**src/rtl/mio_bus_hs_pkg.sv**
```systemverilog
// mio_pkg: shared definitions for the handshaked memory-mapped I/O bus.
//   - Region codes taken from addr_bus[31:28].
//   - FSM state type of the bus controller.
//   - Bit positions of the keyboard status/data word.
package mio_pkg;

  localparam logic [3:0] REG_RAM   = 4'h0;
  localparam logic [3:0] REG_VRAM  = 4'hC;
  localparam logic [3:0] REG_KB    = 4'hD;
  localparam logic [3:0] REG_GPIOE = 4'hE;
  localparam logic [3:0] REG_GPIOF = 4'hF;

  typedef enum logic [1:0] {
    ST_IDLE  = 2'd0,
    ST_RESP  = 2'd1,
    ST_VWAIT = 2'd2
  } mio_state_e;

  // Keyboard word: {not_empty, overflow, 6'b0, count[7:0], head}
  localparam int KB_BIT_NE   = 31;
  localparam int KB_BIT_OVF  = 30;
  localparam int KB_CNT_LSB  = 16;
  localparam int KB_CNT_W    = 8;

endpackage

```
**src/rtl/mio_bus_hs_if.sv**
```systemverilog
// mio_bus_hs_if: CPU-side request/response handshake of the I/O bus.
//   master : the CPU (drives mem_r, mem_w, addr_bus, Cpu_data2bus)
//   slave  : the bus controller (drives bus_ready, Cpu_data4bus)
interface mio_bus_hs_if #(
  parameter int DATA_W = 32
) ();

  logic              mem_r;
  logic              mem_w;
  logic [DATA_W-1:0] addr_bus;
  logic [DATA_W-1:0] Cpu_data2bus;
  logic              bus_ready;
  logic [DATA_W-1:0] Cpu_data4bus;

  modport master (
    output mem_r, mem_w, addr_bus, Cpu_data2bus,
    input  bus_ready, Cpu_data4bus
  );

  modport slave (
    input  mem_r, mem_w, addr_bus, Cpu_data2bus,
    output bus_ready, Cpu_data4bus
  );

endinterface

```
**src/rtl/mio_bus_hs_kb_fifo.sv**
```systemverilog
// mio_kb_fifo: keyboard scan-code FIFO with sticky overflow flag.
// Ports:
//   clk, rst       clock, synchronous active-low reset
//   push, din      write a key code (dropped when full unless popping too)
//   pop            remove the head entry (ignored when empty)
//   clr_ovf        clear the overflow flag (a concurrent overflow re-sets it)
//   dout           head entry, 0 when empty
//   count          number of stored entries, 0..KB_DEPTH
//   empty, full    occupancy flags
//   overflow       sticky: a push was dropped because the FIFO was full
module mio_kb_fifo #(
  parameter int KB_W     = 10,
  parameter int KB_DEPTH = 8
) (
  input  logic                            clk,
  input  logic                            rst,
  input  logic                            push,
  input  logic                            pop,
  input  logic [KB_W-1:0]                 din,
  input  logic                            clr_ovf,
  output logic [KB_W-1:0]                 dout,
  output logic [$clog2(KB_DEPTH+1)-1:0]   count,
  output logic                            empty,
  output logic                            full,
  output logic                            overflow
);

  localparam int PW = $clog2(KB_DEPTH);
  localparam int CW = $clog2(KB_DEPTH + 1);

  logic [KB_W-1:0] mem_q [KB_DEPTH];
  logic [PW-1:0]   wr_ptr_q, wr_ptr_d;
  logic [PW-1:0]   rd_ptr_q, rd_ptr_d;
  logic [CW-1:0]   count_q, count_d;
  logic            ovf_q, ovf_d;
  logic            do_push, do_pop;

  assign empty    = (count_q == '0);
  assign full     = (count_q == CW'(KB_DEPTH));
  assign count    = count_q;
  assign overflow = ovf_q;
  assign dout     = empty ? '0 : mem_q[rd_ptr_q];

  always_comb begin
    do_pop   = pop & ~empty;
    // A pop in the same cycle frees a slot, so a push into a full FIFO is legal then.
    do_push  = push & (~full | do_pop);
    wr_ptr_d = do_push ? wr_ptr_q + PW'(1) : wr_ptr_q;
    rd_ptr_d = do_pop  ? rd_ptr_q + PW'(1) : rd_ptr_q;
    count_d  = count_q + CW'(do_push) - CW'(do_pop);
    ovf_d    = (ovf_q & ~clr_ovf) | (push & ~do_push);
  end

  always_ff @(posedge clk) begin
    if (!rst) begin
      wr_ptr_q <= '0;
      rd_ptr_q <= '0;
      count_q  <= '0;
      ovf_q    <= 1'b0;
    end else begin
      wr_ptr_q <= wr_ptr_d;
      rd_ptr_q <= rd_ptr_d;
      count_q  <= count_d;
      ovf_q    <= ovf_d;
    end
  end

  // Storage holds data only; validity is tracked by the pointers/count.
  always_ff @(posedge clk) begin
    if (do_push) mem_q[wr_ptr_q] <= din;
  end

endmodule

```
**src/rtl/mio_bus_hs.sv**
```systemverilog
// mio_bus_hs: handshaked memory-mapped I/O bus between CPU and RAM, GPIO,
// counter, PS/2 keyboard FIFO and VRAM.
// Ports:
//   clk, rst                 clock, synchronous active-low reset
//   cpu (slave modport)      mem_r/mem_w/addr_bus/Cpu_data2bus in,
//                            bus_ready pulse and registered Cpu_data4bus out
//   ram_*                    data RAM: async read data in, address, write data, we pulse
//   BTN, SW, led_out         GPIO read sources
//   counter_out, counter*_out counter read sources
//   GPIO*_we, counter_we     peripheral write pulses, Peripheral_in write data
//   ps2kb_key/valid          keyboard code strobe into the internal FIFO
//   vram_*                   VRAM write port, vram_we held until vram_ack
module mio_bus_hs
  import mio_pkg::*;
#(
  parameter int DATA_W   = 32,
  parameter int RAM_AW   = 10,
  parameter int VRAM_AW  = 18,
  parameter int VRAM_DW  = 12,
  parameter int KB_W     = 10,
  parameter int KB_DEPTH = 8
) (
  input  logic               clk,
  input  logic               rst,
  mio_bus_hs_if.slave        cpu,
  input  logic [DATA_W-1:0]  ram_data_out,
  output logic [RAM_AW-1:0]  ram_addr,
  output logic [DATA_W-1:0]  ram_data_in,
  output logic               data_ram_we,
  input  logic [3:0]         BTN,
  input  logic [15:0]        SW,
  input  logic [15:0]        led_out,
  input  logic [DATA_W-1:0]  counter_out,
  input  logic               counter0_out,
  input  logic               counter1_out,
  input  logic               counter2_out,
  output logic               GPIOf0000000_we,
  output logic               GPIOe0000000_we,
  output logic               counter_we,
  output logic [DATA_W-1:0]  Peripheral_in,
  input  logic [KB_W-1:0]    ps2kb_key,
  input  logic               ps2kb_valid,
  output logic               vram_we,
  output logic [VRAM_AW-1:0] vram_addr,
  output logic [VRAM_DW-1:0] vram_data,
  input  logic               vram_ack
);

  localparam int KCW = $clog2(KB_DEPTH + 1);

  mio_state_e         state_q, state_d;
  logic               bus_ready_q, bus_ready_d;
  logic [DATA_W-1:0]  rdata_q, rdata_d;
  logic               ram_we_q, ram_we_d;
  logic               gf_we_q, gf_we_d;
  logic               ge_we_q, ge_we_d;
  logic               cnt_we_q, cnt_we_d;
  logic [DATA_W-1:0]  ram_din_q, ram_din_d;
  logic [DATA_W-1:0]  periph_q, periph_d;
  logic               vram_we_q, vram_we_d;
  logic [VRAM_AW-1:0] vram_addr_q, vram_addr_d;
  logic [VRAM_DW-1:0] vram_data_q, vram_data_d;

  logic [3:0]         region;
  logic               sel_hi;
  logic               req, is_wr;
  logic [DATA_W-1:0]  rd_mux, kb_word;

  logic               kb_pop, kb_clr;
  logic [KB_W-1:0]    kb_dout;
  logic [KCW-1:0]     kb_count;
  logic               kb_empty, kb_full, kb_ovf;

  // Address bits outside every decoded field, gathered so they read as intentionally unused.
  logic               unused_addr;
  assign unused_addr = ^{cpu.addr_bus[1:0], cpu.addr_bus[DATA_W-5:VRAM_AW+2], kb_full};

  assign region   = cpu.addr_bus[DATA_W-1 -: 4];
  assign sel_hi   = cpu.addr_bus[2];
  assign req      = cpu.mem_r | cpu.mem_w;
  assign is_wr    = cpu.mem_w;      // write wins when both are asserted
  assign ram_addr = cpu.addr_bus[RAM_AW+1:2];

  mio_kb_fifo #(
    .KB_W    (KB_W),
    .KB_DEPTH(KB_DEPTH)
  ) u_kb_fifo (
    .clk     (clk),
    .rst     (rst),
    .push    (ps2kb_valid),
    .pop     (kb_pop),
    .din     (ps2kb_key),
    .clr_ovf (kb_clr),
    .dout    (kb_dout),
    .count   (kb_count),
    .empty   (kb_empty),
    .full    (kb_full),
    .overflow(kb_ovf)
  );

  always_comb begin
    kb_word                          = '0;
    kb_word[KB_BIT_NE]               = ~kb_empty;
    kb_word[KB_BIT_OVF]              = kb_ovf;
    kb_word[KB_CNT_LSB +: KB_CNT_W]  = KB_CNT_W'(kb_count);
    kb_word[KB_W-1:0]                = kb_dout;
  end

  always_comb begin
    rd_mux = '0;
    case (region)
      REG_RAM:   rd_mux = ram_data_out;
      REG_KB:    rd_mux = kb_word;
      REG_GPIOE: rd_mux = {counter0_out, counter1_out, counter2_out, 13'b0, led_out};
      REG_GPIOF: rd_mux = sel_hi ? counter_out : {BTN, 12'b0, SW};
      default:   rd_mux = '0;       // VRAM reads and unmapped regions
    endcase
  end

  always_comb begin
    state_d     = state_q;
    bus_ready_d = 1'b0;
    ram_we_d    = 1'b0;
    gf_we_d     = 1'b0;
    ge_we_d     = 1'b0;
    cnt_we_d    = 1'b0;
    rdata_d     = rdata_q;
    ram_din_d   = ram_din_q;
    periph_d    = periph_q;
    vram_we_d   = vram_we_q;
    vram_addr_d = vram_addr_q;
    vram_data_d = vram_data_q;
    kb_pop      = 1'b0;
    kb_clr      = 1'b0;

    case (state_q)
      ST_IDLE: begin
        if (req) begin
          if (is_wr && region == REG_VRAM) begin
            state_d     = ST_VWAIT;
            vram_we_d   = 1'b1;
            vram_addr_d = cpu.addr_bus[VRAM_AW+1:2];
            vram_data_d = cpu.Cpu_data2bus[VRAM_DW-1:0];
          end else begin
            state_d     = ST_RESP;
            bus_ready_d = 1'b1;
            ram_din_d   = cpu.Cpu_data2bus;
            periph_d    = cpu.Cpu_data2bus;
            if (is_wr) begin
              rdata_d = '0;
              case (region)
                REG_RAM:   ram_we_d = 1'b1;
                REG_GPIOE: ge_we_d  = 1'b1;
                REG_GPIOF: begin
                  gf_we_d  = ~sel_hi;
                  cnt_we_d = sel_hi;
                end
                default: ;             // keyboard and unmapped writes are ignored
              endcase
            end else begin
              // Data is captured from the head before the pop takes effect.
              rdata_d = rd_mux;
              if (region == REG_KB) begin
                kb_pop = ~sel_hi;
                kb_clr = sel_hi;
              end
            end
          end
        end
      end
      ST_RESP: begin
        state_d = ST_IDLE;
      end
      ST_VWAIT: begin
        if (vram_ack) begin
          state_d     = ST_RESP;
          vram_we_d   = 1'b0;
          bus_ready_d = 1'b1;
        end
      end
      default: state_d = ST_IDLE;
    endcase
  end

  always_ff @(posedge clk) begin
    if (!rst) begin
      state_q     <= ST_IDLE;
      bus_ready_q <= 1'b0;
      rdata_q     <= '0;
      ram_we_q    <= 1'b0;
      gf_we_q     <= 1'b0;
      ge_we_q     <= 1'b0;
      cnt_we_q    <= 1'b0;
      ram_din_q   <= '0;
      periph_q    <= '0;
      vram_we_q   <= 1'b0;
      vram_addr_q <= '0;
      vram_data_q <= '0;
    end else begin
      state_q     <= state_d;
      bus_ready_q <= bus_ready_d;
      rdata_q     <= rdata_d;
      ram_we_q    <= ram_we_d;
      gf_we_q     <= gf_we_d;
      ge_we_q     <= ge_we_d;
      cnt_we_q    <= cnt_we_d;
      ram_din_q   <= ram_din_d;
      periph_q    <= periph_d;
      vram_we_q   <= vram_we_d;
      vram_addr_q <= vram_addr_d;
      vram_data_q <= vram_data_d;
    end
  end

  assign cpu.bus_ready    = bus_ready_q;
  assign cpu.Cpu_data4bus = rdata_q;
  assign ram_data_in      = ram_din_q;
  assign data_ram_we      = ram_we_q;
  assign GPIOf0000000_we  = gf_we_q;
  assign GPIOe0000000_we  = ge_we_q;
  assign counter_we       = cnt_we_q;
  assign Peripheral_in    = periph_q;
  assign vram_we          = vram_we_q;
  assign vram_addr        = vram_addr_q;
  assign vram_data        = vram_data_q;

endmodule

```
**src/flat_wrapper.sv**
```systemverilog
// flat-port wrapper written by rule: the top's interface ports become plain ports
module mio_bus_hs_flat import mio_pkg::*;
#(
  parameter int DATA_W   = 32,
  parameter int RAM_AW   = 10,
  parameter int VRAM_AW  = 18,
  parameter int VRAM_DW  = 12,
  parameter int KB_W     = 10,
  parameter int KB_DEPTH = 8
)
  (clk, rst, ram_data_out, ram_addr, ram_data_in, data_ram_we, BTN, SW, led_out, counter_out, counter0_out, counter1_out, counter2_out, GPIOf0000000_we, GPIOe0000000_we, counter_we, Peripheral_in, ps2kb_key, ps2kb_valid, vram_we, vram_addr, vram_data, vram_ack, cpu_mem_r, cpu_mem_w, cpu_addr_bus, cpu_Cpu_data2bus, cpu_bus_ready, cpu_Cpu_data4bus);
  mio_bus_hs_if #(.DATA_W(DATA_W)) cpu_i ();
  input  logic clk;
  input  logic rst;
  input  logic [DATA_W-1:0] ram_data_out;
  output logic [RAM_AW-1:0] ram_addr;
  output logic [DATA_W-1:0] ram_data_in;
  output logic data_ram_we;
  input  logic [3:0] BTN;
  input  logic [15:0] SW;
  input  logic [15:0] led_out;
  input  logic [DATA_W-1:0] counter_out;
  input  logic counter0_out;
  input  logic counter1_out;
  input  logic counter2_out;
  output logic GPIOf0000000_we;
  output logic GPIOe0000000_we;
  output logic counter_we;
  output logic [DATA_W-1:0] Peripheral_in;
  input  logic [KB_W-1:0] ps2kb_key;
  input  logic ps2kb_valid;
  output logic vram_we;
  output logic [VRAM_AW-1:0] vram_addr;
  output logic [VRAM_DW-1:0] vram_data;
  input  logic vram_ack;
  input wire logic [$bits(cpu_i.mem_r)-1:0] cpu_mem_r;
  input wire logic [$bits(cpu_i.mem_w)-1:0] cpu_mem_w;
  input wire logic [$bits(cpu_i.addr_bus)-1:0] cpu_addr_bus;
  input wire logic [$bits(cpu_i.Cpu_data2bus)-1:0] cpu_Cpu_data2bus;
  output wire logic [$bits(cpu_i.bus_ready)-1:0] cpu_bus_ready;
  output wire logic [$bits(cpu_i.Cpu_data4bus)-1:0] cpu_Cpu_data4bus;
  assign cpu_i.mem_r = cpu_mem_r;
  assign cpu_i.mem_w = cpu_mem_w;
  assign cpu_i.addr_bus = cpu_addr_bus;
  assign cpu_i.Cpu_data2bus = cpu_Cpu_data2bus;
  assign cpu_bus_ready = cpu_i.bus_ready;
  assign cpu_Cpu_data4bus = cpu_i.Cpu_data4bus;
  mio_bus_hs #(.DATA_W(DATA_W), .RAM_AW(RAM_AW), .VRAM_AW(VRAM_AW), .VRAM_DW(VRAM_DW), .KB_W(KB_W), .KB_DEPTH(KB_DEPTH)) u_core (.clk(clk), .rst(rst), .cpu(cpu_i), .ram_data_out(ram_data_out), .ram_addr(ram_addr), .ram_data_in(ram_data_in), .data_ram_we(data_ram_we), .BTN(BTN), .SW(SW), .led_out(led_out), .counter_out(counter_out), .counter0_out(counter0_out), .counter1_out(counter1_out), .counter2_out(counter2_out), .GPIOf0000000_we(GPIOf0000000_we), .GPIOe0000000_we(GPIOe0000000_we), .counter_we(counter_we), .Peripheral_in(Peripheral_in), .ps2kb_key(ps2kb_key), .ps2kb_valid(ps2kb_valid), .vram_we(vram_we), .vram_addr(vram_addr), .vram_data(vram_data), .vram_ack(vram_ack));
endmodule
```
**config.mk**
```make
export PLATFORM = sky130hd
export DESIGN_NAME = mio_bus_hs_flat
export DESIGN_NICKNAME = d
export VERILOG_FILES = /design/src/rtl/mio_bus_hs_pkg.sv /design/src/rtl/mio_bus_hs_if.sv /design/src/rtl/mio_bus_hs_kb_fifo.sv /design/src/rtl/mio_bus_hs.sv /design/src/flat_wrapper.sv
export SDC_FILE = /design/constraint.sdc
export NUM_CORES = 1
export LEC_CHECK = 0
export CAP_MARGIN = 25
export CORE_MARGIN = 2
export CORE_UTILIZATION = 41
export CTS_BUF_LIST = sky130_fd_sc_hd__clkbuf_16
export DETAILED_ROUTE_END_ITERATION = 12
export PLACE_DENSITY = 0.75
export REMOVE_ABC_BUFFERS = 1
export SKIP_CTS_REPAIR_TIMING = 1
export SLEW_MARGIN = 5
export SYNTH_ARGS = -nofsm -noshare
export SYNTH_HDL_FRONTEND = slang
export SYNTH_SLANG_ARGS = --single-unit
```
**constraint.sdc**
```tcl
create_clock -name clk -period 8.6 [get_ports clk]
set_input_delay 1.72 -clock clk [delete_from_list [all_inputs] [get_ports clk]]
set_output_delay 1.72 -clock clk [all_outputs]
set_load 0.01 [all_outputs]
```
==> metrics.yaml, run 1 <==
syn-cell-area_um2: 8430
crit_arrival_ns: 2.81
slew_headroom_pct: 28.9
layout_common_cells: "clkdlybuf4s50_1 (313), nand2_1 (160), dfxtp_1 (116)"
hold_viol_final: 0
p_switching_uw: 563
nNetsFinal: 1251
clock_sinks: 196
period_needed_ns: 4.53
skew_ns: 0.0109
drv_cap: 0
wirelength_mm: 25.7
grt_setup_unrepaired: "no"
crit_chain: "clkdlybuf4s50_1, clkdlybuf4s50_1"
critPathBufInv: 2
grt_use_total_pct: 23.4
critPathKind: "in2out"
grt_overflow: 0
critical_path.startpoint: "cpu_addr_bus[3]"
fmax_mhz: 221
synthMuxAreaShare_pct: 7.78
crit-reg2reg-launch: "u_core.state_q[0]"
num_rows: 52
cts_tree: "done"
post-route-period-util_pct: 52.7
cts-root-buf: "clkbuf_16"
synth_area_per_cell_um2: 10.4
crit_family: "buffers and inverters"
grt_max_degree: 83
drv_slew: 0
initial_core_util_pct: 41.6
finalSetupViolations: 0
grt_pass1_vias: 6657
area_delta_synth_final_pct: 43.4
synth_warnings: 0
crit_slowest_cell: "clkdlybuf4s50_1"
cp-end-kind: "output port"
grt_pass1_wl_mm: 38.9
status: "complete, no violations"
worst_pin_slew_ns: 1.06
p_leak_uw: 0.00410
powerDensity_nw_per_um2: 176
cp_slowest_stage_delay_ns: 0.56
drc: 0
clk_path_buf_depth: 2
die-area_um2: 21700
final_common_cell: "clkdlybuf4s50_1"
synth_compound_gate_area_share_pct: 13.7
path_common_cell: "clkdlybuf4s50_1"
clk_latency_ns: 0.43
setup_tns_ns: 0
swShare_pct: 26.4
cts_buffers: 17
dr_total_vias: 7054
yosys_register_bits: 196
yosys.cell_types.count: 55
dr.pass1.iters: 5
synth-edff-count: 80
io_buffers: 314
seq_area_frac_synth_pct: 56.1
fp.dieW_um: 147
antenna_found_initial: 1
startpoint_type: "input pin"
synth_top_family_by_area: "simple AND/OR/NAND/NOR gates"
hpwl_mm: 18.6
synthSimpleGateAreaFrac_pct: 14.0
p_int_uw: 1570
first_iter_violations: 435
postSynthCellCount: 810
htreeDepth: 4
wl_per_cell_um: 19.2
coreArea_um2: 20200
critPathMaxFanout: 2
ir_drop_uv: 127
seqPwrFrac_pct: 48.7
synth_adder_area_share_pct: 1.28
synth-xor-area-share_pct: 0.312
n_fill_cell: 1704
pwr-share-clk_pct: 35.7
combinationalPowerShare_pct: 15.7
async_flop_share_pct: 0
hold_class: "reg2reg"
worstPathRequired_ns: 6.88
timing.hold.ws_ns: 0.454
drive_gt1_share_pct: 6.52
clk_pin_slew_ns: 0.07
min_from: "u_core.vram_addr[11]"
vias_per_cell: 5.25
antenna_left: 0
gp_congestion: 0.812
io_pins: 325
synth_flop_cell: "dfxtp_1"
die_h_um: 147
[worst paths after layout]
check	to	slack, ns	cells past startpoint
max reg2reg	u_core.u_kb_fifo.mem_q[2][1]	5.60	4
min reg2reg	u_core.vram_addr[11]	0.45	2
max	ram_addr[1]	4.07	2
min	u_core.vram_addr[11]	0.45	2
[power groups by stage]
stage / logic, uW / registers [uW] / clock network, uW
global placement: 327 / 1060 / 0
CTS: 336 / 1040 / 781
floorplan: 119 / 1070 / 0
global route: 363 / 1040 / 819
finish: 334 / 1040 / 761
detailed placement: 334 / 1060 / 0
[sequential cells by signal, indices dropped and copies added (netlist names), named ones only]
signal and count:
u_core.GPIOe0000000_we 1, u_core.GPIOf0000000_we 1, u_core.counter_we 1, u_core.cpu.Cpu_data4bus 32, u_core.cpu.bus_ready 1, u_core.data_ram_we 1
u_core.ram_data_in 32, u_core.state_q 2, u_core.u_kb_fifo.count 4, u_core.u_kb_fifo.mem_q 80, u_core.u_kb_fifo.overflow 1, u_core.u_kb_fifo.rd_ptr_q 3
u_core.u_kb_fifo.wr_ptr_q 3, u_core.vram_addr 18, u_core.vram_data 12, u_core.vram_we 1
[cell usage after synthesis, types with 2 or more instances]
cell type	number	area, um^2
a21oi_1	91	455
a32o_1	8	80.1
clkbuf_1	38	143
buf_4	43	323
o211ai_1	3	22.5
edfxtp_1	80	2400
nand4_1	3	18.8
buf_2	15	75.1
and3_1	4	25.0
mux4_2	10	225
mux2i_1	43	430
a22o_1	11	96.3
o2111ai_1	4	35.0
nor4_1	2	12.5
nand2_1	160	601
ha_1	7	87.6
nor2b_1	2	12.5
and4_1	3	26.3
nand3_1	14	70.1
nand2b_1	11	68.8
a22oi_1	15	113
xnor2_1	2	17.5
a311oi_1	10	87.6
inv_1	8	30.0
nor2_1	41	154
nor3_1	9	45.0
and4b_1	4	40.0
a221oi_1	11	96.3
buf_1	2	7.51
o21ai_0	16	80.1
dfxtp_1	116	2320
[routing by layer]
layer  part of all wire (%)  routed length [um]  up-vias  global-route usage, %
met5                      0                   0        -                      0
met1                     41               10500     3400                   29.6
met4                    2.3                 597        0                   7.40
met2                     51               13000      252                   40.2
met3                    6.3                1630       35                   4.72
li1                       -                   -     3367                      -
[cell families after synthesis]
family,Yosys count
compound gates,179
xor+xnor,3
fa+ha+maj,8
buf+inv,107
flops,196
mux,53
simple gates,264
[stage by stage]
stage	worst slack, ns	std cells	total power, uW	util, %	cell area, um^2
5_1_grt	3.92	1344	2220	59.7	12100
4_1_cts	4.08	1341	2150	59.6	12100
2_1_floorplan	3.89	712	1180	-	7880
6_report	4.07	1344	2130	59.7	12100
3_5_place_dp	3.69	1309	1390	56.9	11500
3_3_place_gp	3.77	1307	1380	56.7	11500
[area by class of cell]
class                      instances  area, um^2  area share, %
clock buffer                      17         425           3.52
multi-input combinational        507        3160           26.2
inverter                           9        35.0          0.290
timing repair buffer             329        3260           27.0
sequential                       196        4720           39.1
clock inverter                    15         138           1.14
tap                              270         338           2.79
antenna                            1        2.50         0.0207
Note: power is estimated with default switching activity, not from simulation.
==> inputs of run 2 (changes only) <==
Settings changed: CORE_UTILIZATION 41 to 40, PLACE_DENSITY 0.75 to 0.76.
Clock period 8.6 ns to 3.84 ns, I/O delays scaled along.
==> run 2 against run 1 <==
  * Critical path depth increased by 7
  * Sequential share of layout area decreased by 0.59 points
  * Critical path type is now in2reg
  * Utilization decreased by 0.80 points
  * Worst hold slack improved by 0.0011 ns
  * First-iteration DRC count increased by 6.0%
  * Final cell count increased by 1.3%
  * Clock-buffer cell count unchanged
  * Global-route usage decreased by 0.53 points
  * Non-clock buffer count increased by 13
==> metrics.yaml, run 2 (synthesized netlist as in run 1, its figures left out) <==
status: "complete, no violations"  # unchanged
worst_pin_slew_ns: 0.762  # was 1.06 ns
clk_path_buf_depth: 2  # unchanged
drive_gt1_share_pct: 7.37  # was 6.52%
io_pins: 325  # unchanged
ir_drop_uv: 299  # was 127 uV
whs_path_depth: 2  # unchanged
cts-root-buf: "clkbuf_16"  # unchanged
crit-reg2reg-launch: "u_core.state_q[0]"  # unchanged
area.sequential_um2: 4720  # unchanged
first_iter_violations: 461  # was 435
regMostFlops: "u_core.u_kb_fifo.mem_q"  # unchanged
hpwl_mm: 19.1  # was 18.6 mm
grt_overflow: 0  # unchanged
wirelength_mm: 26.0  # was 25.7 mm
p_total_uw: 4950  # was 2130 uW
r2r_slack_ns: 1.31  # was 5.60 ns
drc: 0  # unchanged
antenna_left: 0  # unchanged
wl_per_cell_um: 19.1  # was 19.2 um
layout_common_cells: "clkdlybuf4s50_1 (313), nand2_1 (160), dfxtp_1 (116)"  # unchanged
clk_latency_ns: 0.44  # was 0.43 ns
p_leak_uw: 0.00421  # was 0.00410 uW
n_fill_cell: 1747  # was 1704
worst_r2r_path_depth: 8  # was 4
placed_area_um2: 11600  # was 11500 um^2
pwr-share-clk_pct: 37.7  # was 35.7%
slew_headroom_pct: 49.1  # was 28.9%
min_from: "u_core.vram_addr[0]"  # was u_core.vram_addr[11]
finalSetupViolations: 0  # unchanged
hold_end: "u_core.vram_addr[0]"  # was u_core.vram_addr[11]
clock_sinks: 196  # unchanged
powerDensity_nw_per_um2: 403  # was 176 nW/um^2
fmax_mhz: 329
regToRegEndpoint: "u_core.u_kb_fifo.count[1]"  # was u_core.u_kb_fifo.mem_q[2][1]
fp.dieW_um: 149  # was 147 um
post-route-period-util_pct: 79.1
skew_ns: 0.0101  # was 0.0109 ns
utilization_pct: 58.9  # was 59.7%
p_switching_uw: 1280  # was 563 uW
p_int_uw: 3670  # was 1570 uW
initial_core_util_pct: 40.5  # was 41.6%
hold_class: "reg2reg"  # unchanged
dr.pass1.iters: 5  # unchanged
cts_buffers: 17  # unchanged
die_h_um: 149  # was 147 um
multi_input_area_um2: 3140  # was 3160 um^2
period_needed_ns: 3.04
cp-end-kind: "register"  # was output port
critPathMaxFanout: 10  # was 2
drv_cap: 0  # unchanged
startpoint_type: "input pin"  # unchanged
combinationalPowerShare_pct: 15.4  # was 15.7%
final_common_cell: "clkdlybuf4s50_1"  # unchanged
dr_total_vias: 7108  # was 7054
crit_chain: "clkdlybuf4s50_1, nand4b_1, or4_4, nand3_1, nand2_1, ha_1, inv_1, fa_1, nor2_1"  # was clkdlybuf4s50_1, clkdlybuf4s50_1
swShare_pct: 25.9  # was 26.4%
grt_pass1_vias: 6784  # was 6657
io_buffers: 314  # unchanged
hold_viol_final: 0  # unchanged
area_delta_synth_final_pct: 45.6  # was 43.4%
grt_pass1_wl_mm: 38.5  # was 38.9 mm
vias_per_cell: 5.22  # was 5.25
setup_tns_ns: 0  # unchanged
grt_setup_unrepaired: "no"  # unchanged
drv_slew: 0  # unchanged
critPathKind: "in2reg"  # was in2out
critPathBufInv: 2  # unchanged
antenna_found_initial: 1  # unchanged
fin_area_um2: 12300  # was 12100 um^2
grt_max_degree: 65  # was 83
crit_slowest_cell: "clkdlybuf4s50_1"  # unchanged
clk_pin_slew_ns: 0.07  # about the same
htreeDepth: 4  # unchanged
nNetsFinal: 1264  # was 1251
gp_congestion: 0.821  # was 0.812
timing.hold.ws_ns: 0.456  # was 0.454 ns
worstPathRequired_ns: 4.19  # was 6.88 ns
crit_family: "simple AND/OR/NAND/NOR gates"  # was buffers and inverters
seqPwrFrac_pct: 46.9  # was 48.7%
grt_use_total_pct: 22.8  # was 23.4%
crit_arrival_ns: 3.39  # was 2.81 ns
cts_tree: "done"  # unchanged
die-area_um2: 22200  # was 21700 um^2
num_rows: 53  # was 52
largest_reg_flops: 80  # unchanged
cp_slowest_stage_delay_ns: 0.66  # was 0.56 ns
coreArea_um2: 20800  # was 20200 um^2
## run 2: cell count changes in the layout (fill, tap and decap cells not counted), moves of 2 or more
cell        previous run  this run
buf_6                  3         0
nor3_1                 5         9
inv_8                  3         1
buf_12                 0         2
clkinv_8               1         4
buf_4                 12        25
clkinvlp_4             2         0
nor3_2                 4         0
bufinv_16              0         2
## run 2: per-stage QoR
stage                     setup slack (ns)  cells
after floorplan                     0.0803    712
after global placement               0.458   1328
after detailed placement             0.425   1328
after CTS                            0.838   1360
after global routing                 0.656   1362
final                                0.801   1362
## run 2: final cells by class
class                           instances  share of cell area [%]
Clock inverter                         15                    1.67
Clock buffer                           17                    3.47
Sequential cell                       196                    38.5
Inverter                                9                   0.285
Timing Repair Buffer                  342                    27.6
Multi-Input combinational cell        507                    25.6
Tap cell                              275                    2.80
Antenna cell                            1                  0.0204
## run 2: worst max-delay path by stage
stage	endpoint	cells past startpoint	slack (ns)	from
4_1_cts	u_core.u_kb_fifo.count[1]	9	0.84	cpu_addr_bus[31]
3_5_place_dp	u_core.u_kb_fifo.count[1]	9	0.42	cpu_addr_bus[31]
5_1_grt	u_core.u_kb_fifo.count[3]	10	0.66	cpu_addr_bus[29]
2_1_floorplan	u_core.cpu.Cpu_data4bus[0]	3	0.08	cpu_addr_bus[28]
3_3_place_gp	u_core.u_kb_fifo.count[1]	9	0.46	cpu_addr_bus[29]
6_report	u_core.u_kb_fifo.count[1]	9	0.80	cpu_addr_bus[31]
## run 2: worst register-to-register path, delay by kind of cell, from the launching register on
kind	cells	cell delay [ns]
buf+inv	1	0.07
simple gates	5	1.38
flops	1	0.38
fa+ha+maj	2	0.62
## run 2: power groups by stage
stage	clock (uW)	combinational [uW]	sequential [uW]
6_report	1870	760	2320
5_1_grt	1990	825	2330
4_1_cts	1900	764	2320
3_5_place_dp	0	759	2370
3_3_place_gp	0	747	2360
2_1_floorplan	0	267	2390
## run 2: metal layers
| layer | routed length, um | GRT usage [%] |
|---|---|---|
| met4 | 869 | 8.95 |
| met3 | 1870 | 6.36 |
| met5 | 0 | 0 |
| met1 | 10300 | 27.9 |
| met2 | 12900 | 38.4 |
